$ cat src/rtl/cache_refill_ctrl.sv
// Line-refill engine: accepts a miss, bursts the 64-byte line from memory
// into the victim way, forwards the requested word, then writes the tag and
// touches the LRU for the refilled way.
module cache_refill_ctrl (
  input  logic        clk,
  input  logic        rst,
  input  logic        miss_req,
  input  logic [31:0] miss_addr,
  input  logic [3:0]  miss_way_sel,
  output logic        miss_ready,
  output logic        rd_req,
  output logic [31:0] rd_addr,
  input  logic        rd_rdy,
  input  logic        ret_valid,
  input  logic        ret_last,
  input  logic [31:0] ret_data,
  output logic [3:0]  data_we,
  output logic [5:0]  data_index,
  output logic [3:0]  data_offset,
  output logic [31:0] data_wdata,
  output logic        fwd_valid,
  output logic [31:0] fwd_data,
  output logic [3:0]  tag_we,
  output logic [20:0] tag_wdata,
  output logic        lru_en,
  output logic [3:0]  lru_visit,
  output logic        refill_done,
  output logic        refill_err
);

  typedef enum logic [1:0] {IDLE, REQ, RECV, DONE} state_t;

  state_t      state_reg, state_next;
  logic [3:0]  cnt_reg, cnt_next;
  // Word address of the miss: bit k holds miss_addr[k+2].
  logic [29:0] addr_reg, addr_next;
  logic [3:0]  way_reg, way_next;

  // Byte-within-word bits never matter for a line refill.
  logic unused_byte_bits;
  assign unused_byte_bits = ^miss_addr[1:0];

  // Fields of the latched miss address.
  assign rd_addr    = {addr_reg[29:4], 6'b0};
  assign data_index = addr_reg[9:4];
  assign tag_wdata  = {1'b1, addr_reg[29:10]};
  assign lru_visit  = way_reg;

  // State, beat counter and miss latches; reset abandons any refill in flight.
  always_ff @(posedge clk) begin
    if (rst) begin
      state_reg <= IDLE;
      cnt_reg   <= 4'd0;
      addr_reg  <= 30'd0;
      way_reg   <= 4'd0;
    end else begin
      state_reg <= state_next;
      cnt_reg   <= cnt_next;
      addr_reg  <= addr_next;
      way_reg   <= way_next;
    end
  end

  // Next-state and outputs; outputs look idle while reset is held.
  always_comb begin
    state_next  = state_reg;
    cnt_next    = cnt_reg;
    addr_next   = addr_reg;
    way_next    = way_reg;
    miss_ready  = 1'b0;
    rd_req      = 1'b0;
    data_we     = 4'd0;
    data_offset = cnt_reg;
    data_wdata  = ret_data;
    fwd_valid   = 1'b0;
    fwd_data    = ret_data;
    tag_we      = 4'd0;
    lru_en      = 1'b0;
    refill_done = 1'b0;
    refill_err  = 1'b0;
    if (rst) begin
      miss_ready = 1'b1;
    end else begin
      case (state_reg)
        IDLE: begin
          miss_ready = 1'b1;
          if (miss_req) begin
            addr_next  = miss_addr[31:2];
            way_next   = miss_way_sel;
            cnt_next   = 4'd0;
            state_next = REQ;
          end
        end
        REQ: begin
          rd_req = 1'b1;
          if (rd_rdy) begin
            state_next = RECV;
          end
        end
        RECV: begin
          if (ret_valid) begin
            data_we  = way_reg;
            cnt_next = cnt_reg + 4'd1;
            if (cnt_reg == addr_reg[3:0]) begin
              fwd_valid = 1'b1;
            end
            // The beat count, not ret_last, decides completion.
            if (ret_last != (cnt_reg == 4'd15)) begin
              refill_err = 1'b1;
            end
            if (cnt_reg == 4'd15) begin
              state_next = DONE;
            end
          end
        end
        DONE: begin
          tag_we      = way_reg;
          lru_en      = 1'b1;
          refill_done = 1'b1;
          state_next  = IDLE;
        end
        default: state_next = IDLE;
      endcase
    end
  end

endmodule
$ cat config.mk
export PLATFORM = sky130hd
export DESIGN_NAME = cache_refill_ctrl
export DESIGN_NICKNAME = d
export VERILOG_FILES = /design/src/rtl/cache_refill_ctrl.sv
export SDC_FILE = /design/constraint.sdc
export NUM_CORES = 1
export LEC_CHECK = 0
export CAP_MARGIN = 40
export CORE_MARGIN = 2
export CORE_UTILIZATION = 36
export CTS_BUF_LIST = sky130_fd_sc_hd__clkbuf_4 sky130_fd_sc_hd__clkbuf_8
export DETAILED_ROUTE_END_ITERATION = 10
export PLACE_DENSITY_LB_ADDON = 0.15
export SYNTH_ARGS = -nofsm -noshare
export SYNTH_HDL_FRONTEND = slang
export SYNTH_SLANG_ARGS = --single-unit
$ cat constraint.sdc
create_clock -name clk -period 3.6 [get_ports clk]
set_input_delay 0.54 -clock clk [delete_from_list [all_inputs] [get_ports clk]]
set_output_delay 0.54 -clock clk [all_outputs]
set_load 0.03 [all_outputs]
# Word level (Yosys, flattened, before mapping)
# Cells that the tools add are included.
word_totals:
  in_bits: 74
  elab_cells: 47
  out_inout_bits: 145
  reg_bits: 40
classes:
  reduce_logical: 5
  addsub: 1
  eq_ne: 10
  mux: 27
ops:
  columns: ["operator", "n"]
  rows:
  - ["$mux 4", 7]
  - ["$mux 1", 14]
  - ["$mux 2", 4]
  - ["$ne 2x2->1 const B", 4]
  - ["$pmux 2 s4", 1]
  - ["$pmux 4 s2", 1]
  - ["$add 4x1->4 const B", 1]
  - ["$eq 2x2->1 const B", 2]
  - ["$eq 4x4->1", 1]
  - ["$eq 4x4->1 const B", 1]
  - ["$reduce_and 4->1", 1]
  - ["$reduce_and 3->1", 1]
  - ["$eq 2x1->1 const B", 1]
  - ["$logic_not 2->1", 1]
  - ["$reduce_and 2->1", 1]
  - ["$reduce_bool 2->1", 1]
  - ["$ne 1x1->1", 1]

# Logic depth before layout (Yosys ltp)
logic_depth:
  word_depth: 6
  ltp_mapped: 7
  depth_no_buf: 5

# Least setup slack after synthesis
# OpenSTA, ideal clock, no wires.
synth_timing:
  path_kind: "input to output"
  startpoint: "input rst"
  endpoint: "output fwd_valid"
  setup_slack_ps: 1375
  t_required_ps: 3060
  n_path_buf: 1
  arrival_time_ps: 1685
  cell_stages: 4
  cell_sequence: "clkbuf_1 and3b_1 nand3_1 nor3_1"
synth_between:
  elab_chain_len: 1
synth_lines:
  columns: ["item", "line_no", "text"]
  rows:
  - ["from (decl)", "6", "input logic rst,"]
  - ["$mux 1", "81", "if (rst) begin"]
  - ["to (decl)", "21", "output logic fwd_valid,"]
# Every way passes these cells.

# Worst setup path in the final report
layout_timing:
  startpoint: "input rst"
  endpoint: "output miss_ready"
layout_between:
  elab_chain_len: 1
layout_lines:
  columns: ["item", "line_no", "text"]
  rows:
  - ["$mux 1", "81", null]
  - ["to (decl)", "10", "output logic miss_ready,"]
# Every way passes these cells.

==> key figures <==
Clock network
  • H-tree Lvls: 2
  • Clock transition at path regs: 0.07 ns
  • Post-CTS sizing: 0
  • CTS buffer count: 5
  • Worst skew pair latency: 0.28 ns
  • Post-CTS Hold Buffers: 0
  • CTS sink cnt: 40
  • Post-CTS Setup Inserts: 0
  • CTS tree: done
  • Max Root-Sink Buffers: 2
  • Root Buffer: clkbuf_8

Power
  • Combinational Power Share: 49.4%
  • Clock Power Share: 16.9%
  • Net Switching: 0.7100 mW
  • Sw Ratio: 41.68%
  • Leakage power: 1.145 nW
  • Reg power frac: 33.7%
  • Power per cell area: 562.8 nW/um2
  • Maximum VDD drop: 0.1447 mV
  • P_int: 0.9935 mW

Critical path
  • FF-to-FF End: data_offset[3]
  • Worst r2r src: state_reg[1]
  • Worst EP arrival: 2.32 ns
  • Flop2flop setup slack: 1.88 ns
  • Crit Path Class: in2out
  • Data required, critical path: 3.06 ns
  • Path depth of the worst reg2reg path: 5
  • CP Max Fanout: 44
  • Crit start category: input pin
  • Crit end category: output pin

Layout
  • Layout area overhead: 14.37%
  • Final net count: 413
  • Most common cell after layout, fill and taps aside: clkdlybuf4s50_1
  • Non-Filler Instances: 432
  • Share of cells above drive strength 1: 5.706%
  • Final core occ: 42.18%
  • Antenna cell count: 0
  • Max reg flops: 30
  • Most frequent cells in the layout: clkdlybuf4s50_1 (105), nand2_1 (69), dfxtp_1 (40)

Place
  • Hpwl dp: 4093 um
  • Pre-CTS setup slack: 0.7267 ns
  • I/O Buffers: 113
  • RD Place Congestion: 0.7473
  • Dpl cells: 425

Global route
  • Gr ovfl total: 0
  • First-pass GRT wire length: 9204 um
  • Gr usage total: 14.02%
  • Maximum number of pins on one net before global-route repair: 45
  • Vias in the first global route: 1820
  • Initial antenna violation count: 0

Timing
  • Fin crit period: 2.860 ns
  • Final WS setup: 0.7398 ns
  • TNS Setup: 0 ns
  • Final Hold Fails: 0
  • RSZ-0062 raised after global routing: no
  • Max Fclk: 0.3496 GHz
  • Setup-failing EPs final: 0
  • Share of the cycle needed by the critical path after routing: 79.45%
  • Layout Skew: 0.003036 ns
  • Pins Over Slew Limit: 0

Run
  • Max-Cap Viols: 0

Synthesis
  • Synth Register Bits: 40
  • Mapped Cells: 341
  • Yosys cell types: 28
  • Post-Syn Area: 2646 um2
  • Synth area leader: buf_4
  • Dominant cells by area after synthesis: buf_4 (35%), dfxtp_1 (30%), nand2_1 (9.8%), a21oi_1 (7.0%), ha_1 (2.8%)
  • Top cell type's share of synthesized area: 35.18%
  • Synth warn: 0
  • Syn_area_per_cell: 7.760 um2
  • Sequential fraction of the synthesis area: 30.26%

Worst hold path
  • Worst Hold Path Cells: 2
  • HP Class: reg2reg
  • Hold_sp: addr_reg[1]
  • Hold Path End: addr_reg[1]

Detailed routing
  • Drt initial violations: 57
  • WL per Instance: 13.42 um
  • Post-DRT Antenna Nets: 0
  • DRT Wirelength: 5796 um
  • Via count: 1889
  • DRC Markers: 0
  • Drt pass-1 iters: 6
  • Drt via density: 4.373

Floorplanning
  • Initial core utilization: 36.88%
  • Row count: 31
  • Die height: 89.74 um
  • IO Pins: 219
  • Die width: 89.74 um
  • Core ar.: 7176 um2
  • Total die area: 8052 um2

Status
  • Status: finished clean
-- layer usage --
| metal | vias up | global-route usage [%] | share of wire, % | routed length (um) |
|---|---|---|---|---|
| met3 | 30 | 4.946 | 8.5 | 490 |
| met4 | 0 | 6.795 | 3.5 | 205 |
| met1 | 846 | 15.97 | 42 | 2455 |
| met5 | - | 0 | 0 | 0 |
| met2 | 82 | 23.42 | 46 | 2644 |
| li1 | 931 | - | - | - |
-- power groups by stage --
stage	combinational [mW]	clock [mW]	sequential (mW)
finish	0.842	0.288	0.574
global route	0.911	0.325	0.588
CTS	0.857	0.304	0.577
detailed placement	0.854	0	0.588
global placement	0.847	0	0.584
floorplan	0.774	0	0.586
-- per-stage QoR --
step | instance area [um2] | total power, mW | hold WS (ns)
floorplan | 2665 | 1.359 | 0.4478
global placement | 2945 | 1.431 | 0.4568
detailed placement | 2945 | 1.441 | 0.4619
CTS | 3027 | 1.737 | 0.4730
global route | 3027 | 1.824 | 0.4946
finish | 3027 | 1.704 | 0.4689
-- Yosys cell counts (all sizes together) --
master and n:
a2111o 1, a211oi 1, a21oi 37, a31oi 1
and2 10, and3b 1, buf 125, clkbuf 11
conb 2, dfxtp 40, ha 6, inv 3
mux2i 2, nand2 69, nand2b 4, nand3 3
nand3b 2, nor2b 8, nor3 1, nor4 1
o21ai 2, o21bai 1, o31ai 2, or2 1
or4 2, xnor2 3, xor2 2
-- worst max path at each step --
stage | start | to | slack [ns] | cells after the start
detailed placement | ret_valid | data_we[2] | 0.73 | 4
finish | rst | miss_ready | 0.74 | 4
global route | ret_valid | data_we[3] | 0.64 | 4
CTS | rst | miss_ready | 0.72 | 4
global placement | rst | miss_ready | 0.72 | 4
floorplan | rst | fwd_valid | 1.37 | 4
-- final cells by class --
type / count / area [um2]
fillers: 737 / 4149
repair buffers: 116 / 1134
multi-input cells: 167 / 875.8
flip-flops and latches: 40 / 800.8
well taps: 99 / 123.9
clock buffers: 6 / 76.32
inverters: 3 / 11.26
clock inverters: 1 / 5.005
-- worst max-delay path: stages --
cell and delay, ns:
clkdlybuf4s50_1 0.50, buf_4 0.42, or2_2 0.19, clkdlybuf4s50_1 0.66
-- cell families after synthesis --
family | share of synthesized area, %
AND/OR/NAND/NOR | 17.68
other | 0.2838
XOR/XNOR | 1.655
buffers and inverters | 37.35
adder cells (fa/ha/maj) | 2.837
flip-flops | 30.26
multiplexers | 0.7565
AO/OA/AOI/OAI | 9.173
(Power assumes the default switching activity.)
